--- src/rtl/sr_latch_pulse_sequencer_pkg.sv ---
// Shared types for the SR latch pulse sequencer: FSM state encoding and latch op codes.
package cello_seq_pkg;

  typedef enum logic [1:0] {
    INIT,
    IDLE,
    PULSE,
    GUARD
  } seq_state_e;

  localparam logic OP_CLR = 1'b0;
  localparam logic OP_SET = 1'b1;

endpackage

--- src/rtl/sr_latch_pulse_sequencer_rr_arbiter.sv ---
// Round-robin arbiter: grants the first requester at or after the pointer; the pointer
// moves past the winner when the grant is consumed (adv).
module rr_arbiter #(
  parameter int N = 4,
  localparam int W = (N > 1) ? $clog2(N) : 1
) (
  input  logic         clk,
  input  logic         rst,
  input  logic [N-1:0] req,
  input  logic         adv,
  output logic [N-1:0] grant_onehot,
  output logic [W-1:0] grant_idx
);

  logic [W-1:0] ptr;
  logic         found;

  // NOTE: every signal written here gets a default first, so no path leaves it unassigned
  // and no latch is inferred.
  always_comb begin
    found        = 1'b0;
    grant_idx    = '0;
    grant_onehot = '0;
    for (int k = 0; k < N; k++) begin
      if (!found && req[(int'(ptr) + k) % N]) begin
        found     = 1'b1;
        grant_idx = W'((int'(ptr) + k) % N);
      end
    end
    if (found) grant_onehot = N'(1) << grant_idx;
  end

  // NOTE: sequential state uses non-blocking assignments so all registers update together.
  always_ff @(posedge clk) begin
    if (rst) begin
      ptr <= '0;
    end else if (adv && found) begin
      ptr <= (int'(grant_idx) == N - 1) ? '0 : grant_idx + 1'b1;
    end
  end

endmodule

--- src/rtl/sr_latch_pulse_sequencer.sv ---
// Serialises set/clear commands from several requesters into timed, mutually exclusive
// S/R pulses on a NOR SR latch bank, and tracks the expected latch contents.
module sr_latch_pulse_sequencer
  import cello_seq_pkg::*;
#(
  parameter int N_REQ        = 4,
  parameter int N_LATCH      = 8,
  parameter int IDX_W        = 3,
  parameter int PULSE_CYCLES = 4,
  parameter int GUARD_CYCLES = 2,
  parameter int INIT_CLEAR   = 1
) (
  input  logic                     clk,
  input  logic                     rst,
  input  logic [N_REQ-1:0]         req_valid,
  output logic [N_REQ-1:0]         req_ready,
  input  logic [N_REQ*IDX_W-1:0]   req_idx,
  input  logic [N_REQ-1:0]         req_set,
  output logic [N_LATCH-1:0]       latch_s,
  output logic [N_LATCH-1:0]       latch_r,
  output logic [N_LATCH-1:0]       q_shadow,
  output logic                     busy,
  output logic                     done,
  output logic                     err
);

  localparam int GW      = (N_REQ > 1) ? $clog2(N_REQ) : 1;
  localparam int CNT_MAX = (PULSE_CYCLES > GUARD_CYCLES) ? PULSE_CYCLES : GUARD_CYCLES;
  localparam int CNT_W   = (CNT_MAX > 1) ? $clog2(CNT_MAX) : 1;
  localparam logic [CNT_W-1:0] PULSE_LD = CNT_W'(PULSE_CYCLES - 1);
  localparam logic [CNT_W-1:0] GUARD_LD = CNT_W'(GUARD_CYCLES - 1);
  localparam seq_state_e RST_STATE = (INIT_CLEAR != 0) ? INIT : IDLE;

  seq_state_e         state, state_d;
  logic [CNT_W-1:0]   cnt, cnt_d;
  logic [IDX_W-1:0]   cur_idx, cur_idx_d, init_idx, init_idx_d;
  logic               cur_op, cur_op_d, init_phase, init_phase_d;
  logic [N_LATCH-1:0] s_d, r_d, q_d;
  logic               err_d, adv;

  logic [N_REQ-1:0]   grant_onehot;
  logic [GW-1:0]      grant_idx;
  logic [IDX_W-1:0]   g_idx;
  logic               g_op, g_idx_ok;

  function automatic logic [N_LATCH-1:0] lat_bit(input logic [IDX_W-1:0] i);
    return N_LATCH'(1) << i;
  endfunction

  rr_arbiter #(.N(N_REQ)) u_arb (
    .clk          (clk),
    .rst          (rst),
    .req          (req_valid),
    .adv          (adv),
    .grant_onehot (grant_onehot),
    .grant_idx    (grant_idx)
  );

  assign g_idx     = req_idx[int'(grant_idx)*IDX_W +: IDX_W];
  assign g_op      = req_set[grant_idx];
  assign g_idx_ok  = int'(g_idx) < N_LATCH;
  assign req_ready = (state == IDLE) ? grant_onehot : '0;
  assign busy      = (state != IDLE);
  assign done      = (state == GUARD) && (cnt == '0) && !init_phase;

  always_comb begin
    state_d      = state;
    cnt_d        = cnt;
    cur_idx_d    = cur_idx;
    cur_op_d     = cur_op;
    init_idx_d   = init_idx;
    init_phase_d = init_phase;
    s_d          = '0;
    r_d          = '0;
    q_d          = q_shadow;
    err_d        = 1'b0;
    adv          = 1'b0;
    unique case (state)
      INIT: begin
        state_d   = PULSE;
        cnt_d     = PULSE_LD;
        cur_idx_d = init_idx;
        cur_op_d  = OP_CLR;
        r_d       = lat_bit(init_idx);
      end
      IDLE: begin
        if (|req_valid) begin
          adv = 1'b1;
          if (g_idx_ok) begin
            state_d   = PULSE;
            cnt_d     = PULSE_LD;
            cur_idx_d = g_idx;
            cur_op_d  = g_op;
            if (g_op == OP_SET) s_d = lat_bit(g_idx);
            else                r_d = lat_bit(g_idx);
          end else begin
            err_d = 1'b1;
          end
        end
      end
      PULSE: begin
        if (cnt == '0) begin
          state_d = GUARD;
          cnt_d   = GUARD_LD;
          q_d     = (q_shadow & ~lat_bit(cur_idx)) | (cur_op ? lat_bit(cur_idx) : '0);
        end else begin
          cnt_d = cnt - 1'b1;
          s_d   = latch_s;
          r_d   = latch_r;
        end
      end
      GUARD: begin
        if (cnt != '0) begin
          cnt_d = cnt - 1'b1;
        end else if (!init_phase) begin
          state_d = IDLE;
        end else if (int'(init_idx) == N_LATCH - 1) begin
          state_d      = IDLE;
          init_phase_d = 1'b0;
        end else begin
          // Chain straight into the next latch's R pulse so the clear sweep has no gaps
          // beyond the guard time.
          state_d    = PULSE;
          cnt_d      = PULSE_LD;
          init_idx_d = init_idx + 1'b1;
          cur_idx_d  = init_idx + 1'b1;
          cur_op_d   = OP_CLR;
          r_d        = lat_bit(init_idx + 1'b1);
        end
      end
      default: state_d = RST_STATE;
    endcase
  end

  always_ff @(posedge clk) begin
    if (rst) begin
      state      <= RST_STATE;
      cnt        <= '0;
      cur_idx    <= '0;
      cur_op     <= OP_CLR;
      init_idx   <= '0;
      init_phase <= (INIT_CLEAR != 0);
      latch_s    <= '0;
      latch_r    <= '0;
      q_shadow   <= '0;
      err        <= 1'b0;
    end else begin
      state      <= state_d;
      cnt        <= cnt_d;
      cur_idx    <= cur_idx_d;
      cur_op     <= cur_op_d;
      init_idx   <= init_idx_d;
      init_phase <= init_phase_d;
      latch_s    <= s_d;
      latch_r    <= r_d;
      q_shadow   <= q_d;
      err        <= err_d;
    end
  end

endmodule

--- config.mk ---
export PLATFORM = sky130hd
export DESIGN_NAME = sr_latch_pulse_sequencer
export DESIGN_NICKNAME = d
export VERILOG_FILES = /design/src/rtl/sr_latch_pulse_sequencer_pkg.sv /design/src/rtl/sr_latch_pulse_sequencer_rr_arbiter.sv /design/src/rtl/sr_latch_pulse_sequencer.sv
export SDC_FILE = /design/constraint.sdc
export NUM_CORES = 1
export LEC_CHECK = 0
export ABC_AREA = 1
export CELL_PAD_IN_SITES_DETAIL_PLACEMENT = 0
export CELL_PAD_IN_SITES_GLOBAL_PLACEMENT = 2
export CORE_ASPECT_RATIO = 0.9
export CORE_MARGIN = 2
export CORE_UTILIZATION = 28
export CTS_BUF_LIST = sky130_fd_sc_hd__clkbuf_2
export CTS_CLUSTER_DIAMETER = 150
export DETAILED_ROUTE_END_ITERATION = 10
export PLACE_DENSITY = 0.84
export SLEW_MARGIN = 5
export SYNTH_ARGS = -nofsm -noshare
export SYNTH_HDL_FRONTEND = slang
export SYNTH_SLANG_ARGS = --single-unit
--- constraint.sdc ---
create_clock -name clk -period 2.4 [get_ports clk]
set_clock_uncertainty 0.15 [all_clocks]
set_input_delay 0.24 -clock clk [delete_from_list [all_inputs] [get_ports clk]]
set_output_delay 0.24 -clock clk [all_outputs]
set_load 0.05 [all_outputs]
==> run_results.csv, run 1 <==
group,metric,value,unit
power,power_density,529,nW/µm²
grt,track_usage,15.9,%
floorplan,core_area,8650,µm²
floorplan,start_util,29.2,%
timing,rsz0062_at_grt,"true",
grt,antenna_found_initial,0,
logic_synthesis,synth_cell_types,32,
power,sw_frac_of_total,38.4,%
drt,routedWlPerCell,13.4,µm
worst_setup_path,path_max_fanout,5,
clock_network,clkSinkCount,38,
timing,max_slew.worst_pin.slew,527,ps
cells_and_area,utilization,47.3,%
power,clkPwrFrac,24.3,%
worst_hold_path,hold_path.startpoint,"latch_s[4]",
clock_network,insertion_delay,420,ps
grt,grt_pass1_vias,2668,
power,ir_drop,0.206,mV
logic_synthesis,yosys.area.top_type,"dfxtp_1",
worst_setup_path,cpMostUsedCell,"nand2_4",
logic_synthesis,ys.flop_type,"dfxtp_1",
logic_synthesis,synth.top_cell.area_share,30.2,%
clock_network,cts-buffers-inserted,5,
timing,period_needed,2630,ps
outcome,status,"complete, but fails checks",
drt,drc,0,
drt,drtAntennaViolNets,0,
drt,dr.pass1.iters,4,
logic_synthesis,syn_area_per_cell,6.60,µm²
worst_setup_path,start_kind,"flop",
drt,drt_iter0_drc,83,
clock_network,clk_pin_slew,210,ps
worst_setup_path,end_kind,"output port",
power,cell_internal_pwr,1.33,mW
grt,grt_first_pass_wirelength,12.7,mm
logic_synthesis,synth_most_common_cell,"nand2_1",
clock_network,htreeDepth,2,
logic_synthesis,mappedNetlistArea,2520,µm²
clock_network,cts_tree,"done",
worst_setup_path,startpoint,"u_arb.ptr[0]",
cells_and_area,syn_to_final_growth,62.4,%
timing,setup_ws,-234,ps
logic_synthesis,ys_warn_count,0,
cells_and_area,multi_input_area,1970,µm²
placed_design,post-dp-hpwl,5.58,mm
drt,routed_via_density,4.63,
floorplan,dieWidth,104,µm
worst_setup_path,r2r_start,"u_arb.ptr[0]",
outcome,violations,"setup timing",
logic_synthesis,synth_edf_count,0,
placed_design,port-buffer-count,51,
grt,grt_max_degree,27,
power,power_switching,0.831,mW
clock_network,cts_root_buf,"clkbuf_2",
logic_synthesis,ys_seq_elements,38,
timing,period_share,110,%
worst_setup_path,cp_num_buf_inv,3,
floorplan,ios,53,
logic_synthesis,syn_nets,417,
timing,hold_viol,0,
grt,globalRouteOverflowTotal,0,
logic_synthesis,syn_inst,382,
cells_and_area,nets,503,
timing,final-max-slew-violation-count,0,
power,seq_power_share,31.2,%
logic_synthesis,synthTopCellsByCount,"95 x nand2_1, 50 x inv_1, 42 x nand3_1, 38 x dfxtp_1, 33 x nor2_1",
clock_network,ctsLongestPathBuffers,2,
floorplan,dieArea,9780,µm²
flow_run,max-cap-violations,0,
floorplan,rows,32,
drt,wl,7.86,mm
worst_setup_path,crit_type,"flop to output port",
timing,setup_viol,17,
floorplan,die_y,94.0,µm
power,total_leakage_power,1.75,nW
drt,routed-via-count,2725,
cells_and_area,seqCellArea,768,µm²
worst_setup_path,r2r_slack,-110,ps
worst_setup_path,crit_chain,"buf_12 > nand2_4 > nand3_4 > nand2_4 > nor2_4 > nand3_4 > nand2_4 > nand2_8 > buf_6 > ha_4 > nand2_4 > nor2_4 > buf_12",
placed_design,pre_cts_ws,-295,ps
logic_synthesis,synthArstFlopShare,0,%
timing,holdWs,328,ps
cells_and_area,antennaDiodeCount,0,
worst_hold_path,hold_path.class,"flop to flop",
worst_setup_path,cp_slowest_stage_delay,460,ps
timing,timing.fmax,0.380,GHz
cells_and_area,fillers,873,
cells_and_area,drive_gt1_share,33.0,%
worst_setup_path,cpMaxStageDelayCell,"dfxtp_4",
clock_network,ctsHoldBuffers,0,
power,combPwrFrac,44.5,%
logic_synthesis,synth_area_leaders,"dfxtp_1 30%, nand2_1 14%, nand3_1 8.3%",
placed_design,gp_congestion,0.795,
worst_setup_path,crit_arrival,2240,ps
timing,max_slew_margin,64.8,%
logic_synthesis,seq_area_frac_synth,30.2,%
worst_setup_path,critPathRequiredTime,2010,ps
worst_setup_path,crit_family,"simple AND/OR/NAND/NOR gates",
final timing paths:
| check | cells past startpoint | to |
|---|---|---|
| worst max-delay path | 13 | req_ready[0] |
| worst min-delay path | 2 | latch_s[4] |
| worst min register to register | 2 | latch_s[4] |
| worst max register to register | 18 | cur_idx[0] |
power groups by stage:
| stage | Sequential (mW) | Combinational, mW | Clock (mW) |
|---|---|---|---|
| after floorplan | 0.707 | 0.402 | 0 |
| after global placement | 0.686 | 0.650 | 0 |
| after detailed placement | 0.687 | 0.652 | 0 |
| after CTS | 0.676 | 0.795 | 0.542 |
| after global routing | 0.681 | 1.04 | 0.565 |
| final | 0.676 | 0.964 | 0.526 |
timing repair:
action,in CTS,in global routing
pin swaps,28,24
resized for setup,57,61
setup endpoints to repair,9,24
setup buffers,9,6
cloned,1,1
logic make-up after synthesis:
family                     after synthesis  synth area share [%]
DFF                                     38                  30.2
buffers and inverters                   63                  10.1
and+or+nand+nor                        215                  40.9
other                                    1                 0.149
xor gates and xnor gates                 1                 0.347
AOI/OAI and AO/OA                       51                  11.8
adders and majority gates               13                  6.45
cells in the final DEF, fill, tap and decap left out, types with 2 or more instances in the layout:
cell type,n
buf_6,5
clkbuf_2,5
inv_4,2
dfxtp_1,36
nand2_2,31
a21oi_4,2
bufinv_16,2
clkdlybuf4s50_1,45
inv_1,49
nand2_1,69
buf_4,28
nand3_4,7
o21ai_0,16
nor2_1,28
ha_4,4
ha_1,9
nand4_1,6
a211oi_1,2
dfxtp_4,2
nand2_8,3
nand3_2,17
a21oi_2,5
nor2_4,11
buf_12,6
inv_6,2
a21oi_1,18
nand3_1,23
a41oi_2,2
nand2_4,13
nand3b_1,3
metal layers:
layer,GRT usage [%],up-vias,routed length [µm]
met4,3.04,0,51
met1,22.5,1272,4000
met5,0,-,0
met2,25.6,46,3520
li1,-,1402,-
met3,2.64,5,286
through the flow:
stage          cell area, µm²  TNS (ps)  instances  total power, mW
2_1_floorplan            2530         0        382             1.11
3_5_place_dp             3370     -4740        566             1.34
3_3_place_gp             3370     -3960        566             1.34
6_report                 4090     -1430        588             2.17
4_1_cts                  3780     -1370        583             2.01
5_1_grt                  4090     -4120        588             2.29
worst register-to-register path, stage by stage, from the launching register on:
cell     delay, ps
dfxtp_4        460
buf_12         150
nand2_4         70
nand3_4         90
nand2_4         70
nor2_4         150
nand3_4        110
nand2_4        120
nand2_8         90
buf_8          150
buf_6          110
nand2_2         60
nand2_2         50
nand2_2         80
nand2_4         80
buf_4          140
buf_4          120
nand2_1         80
a41oi_2         90
cell type report:
type	instances	area share (%)
multi-input combinational	282	48.1
timing repair buffer	87	21.7
sequential	38	18.8
inverter	54	5.50
tap	119	3.64
clock inverter	3	1.68
clock buffer	5	0.611
(Power assumes the default switching activity.)
==> run 2: changes to the inputs <==
MAX_ROUTING_LAYER = met4   (was default)
==> run 2 against run 1 <==
Total power about the same. Critical path depth is the same. Register-to-register slack barely moved. Die area unchanged. Global-route usage up 0.44 points. Hold slack is essentially flat. First-iteration DRC count shrank 2.4%. Final area unchanged. The run still ends with setup timing left. Via count unchanged. Sequential cell count is the same. Sequential share of layout area is the same. Sequential power barely moved.
==> run_results.csv, run 2 (synthesized netlist as in run 1, its figures left out) <==
group,metric,value,unit
power,cell_internal_pwr,1.33,mW
power,sw_frac_of_total,38.4,%
placed_design,port-buffer-count,51,
drt,wl,7.87,mm
floorplan,core_area,8650,µm²
timing,hold_viol,0,
power,ir_drop,0.206,mV
cells_and_area,nets,503,
timing,timing.fmax,0.380,GHz
power,combPwrFrac,44.5,%
timing,rsz0062_at_grt,"true",
drt,routedWlPerCell,13.4,µm
worst_setup_path,reg2reg_depth,18,
worst_setup_path,r2r_start,"u_arb.ptr[0]",
worst_setup_path,critPathRequiredTime,2010,ps
clock_network,cts_root_buf,"clkbuf_2",
power,power_density,529,nW/µm²
timing,setup_ws,-235,ps
clock_network,insertion_delay,420,ps
cells_and_area,antennaDiodeCount,0,
floorplan,die_y,94.0,µm
grt,grt_max_degree,27,
worst_setup_path,endpoint,"req_ready[0]",
power,total_leakage_power,1.75,nW
power,clkPwrFrac,24.3,%
drt,drt_iter0_drc,81,
worst_setup_path,startpoint,"u_arb.ptr[0]",
clock_network,cts-buffers-inserted,5,
grt,track_usage,16.3,%
power,power_switching,0.831,mW
grt,grt_pass1_vias,2669,
worst_setup_path,start_kind,"flop",
timing,final-max-slew-violation-count,0,
grt,grt_first_pass_wirelength,12.7,mm
timing,period_share,110,%
clock_network,htreeDepth,2,
outcome,status,"complete, but fails checks",
timing,setup_viol,17,
floorplan,dieArea,9780,µm²
cells_and_area,stdcell_area,4090,µm²
grt,antenna_found_initial,0,
worst_setup_path,r2r_slack,-110,ps
cells_and_area,mostFrequentLayoutCell,"nand2_1",
timing,max_slew.worst_pin.slew,527,ps
cells_and_area,final_cell_mix,"69 x nand2_1, 49 x inv_1, 45 x clkdlybuf4s50_1",
placed_design,placement.cell_area,3370,µm²
clock_network,ctsLongestPathBuffers,2,
drt,dr.pass1.iters,4,
drt,routed_via_density,4.63,
worst_setup_path,crit_arrival,2240,ps
clock_network,cts_tree,"done",
worst_setup_path,path_max_fanout,5,
cells_and_area,utilization,47.3,%
cells_and_area,fillers,873,
floorplan,ios,53,
power,seq_power_share,31.2,%
floorplan,rows,32,
worst_hold_path,hold_path.class,"flop to flop",
outcome,violations,"setup timing",
floorplan,dieWidth,104,µm
placed_design,post-dp-hpwl,5.58,mm
cells_and_area,syn_to_final_growth,62.4,%
drt,drtAntennaViolNets,0,
floorplan,start_util,29.2,%
timing,period_needed,2630,ps
drt,drc,0,
flow_run,max-cap-violations,0,
power,power,2.17,mW
clock_network,clk_pin_slew,210,ps
worst_setup_path,end_kind,"output port",
drt,routed-via-count,2725,
clock_network,clkSinkCount,38,
cells_and_area,drive_gt1_share,33.0,%
worst_setup_path,timing.rr.end,"cur_idx[0]",
worst_setup_path,crit_type,"flop to output port",
timing,max_slew_margin,64.8,%
placed_design,gp_congestion,0.806,
grt,globalRouteOverflowTotal,0,
## run 2: cell counts in the layout (fill, tap and decap cells not counted)
Identical to the previous run, type by type.
## run 2: layout make-up
| type | instances | area [µm²] | area share [%] |
|---|---|---|---|
| Multi-Input combinational cell | 282 | 1970 | 48.1 |
| Timing Repair Buffer | 87 | 888 | 21.7 |
| Sequential cell | 38 | 768 | 18.8 |
| Inverter | 54 | 225 | 5.50 |
| Tap cell | 119 | 149 | 3.64 |
| Clock inverter | 3 | 68.8 | 1.68 |
| Clock buffer | 5 | 25.0 | 0.611 |
## run 2: worst min-delay path by stage
stage	start	end	cells past startpoint
after floorplan	cnt[1]	cnt[1]	2
after global placement	latch_s[1]	latch_s[1]	2
after detailed placement	latch_s[4]	latch_s[4]	2
after CTS	latch_s[4]	latch_s[4]	2
after global routing	latch_s[3]	latch_s[3]	2
final	latch_s[4]	latch_s[4]	2
## run 2: layer usage
layer	GRT usage (%)	up-vias	routed length, µm
met5	-	-	0
met4	3.04	0	46
met3	2.64	5	289
met2	25.6	46	3530
met1	22.5	1272	4000
li1	-	1402	-
## run 2: through the flow
step	setup WS [ps]	cells	setup TNS [ps]	hold WS, ps
floorplan	91.0	382	0	315
detailed placement	-295	566	-4740	306
global route	-360	588	-4120	357
global placement	-266	566	-3960	306
finish	-235	588	-1430	328
CTS	-233	583	-1370	332
## run 2: timing repair
action / in CTS / in global routing
hold buffers: 0 / 0
pin swaps: 28 / 24
setup buffers: 9 / 6
setup endpoints to repair: 9 / 24
gates resized for setup: 57 / 61
gates cloned: 1 / 1
## run 2: critical path: stages, from the launching register on
cell	delay (ps)
dfxtp_4	460
buf_12	150
nand2_4	70
nand3_4	90
nand2_4	70
nor2_4	150
nand3_4	110
nand2_4	120
nand2_8	90
buf_6	130
ha_4	150
nand2_4	60
nor2_4	40
buf_12	140
## run 2: power groups by stage
stage / registers [mW] / logic, mW / clock network (mW)
5_1_grt: 0.681 / 1.04 / 0.565
4_1_cts: 0.676 / 0.795 / 0.542
3_5_place_dp: 0.687 / 0.652 / 0
2_1_floorplan: 0.707 / 0.402 / 0
6_report: 0.676 / 0.964 / 0.526
3_3_place_gp: 0.686 / 0.650 / 0
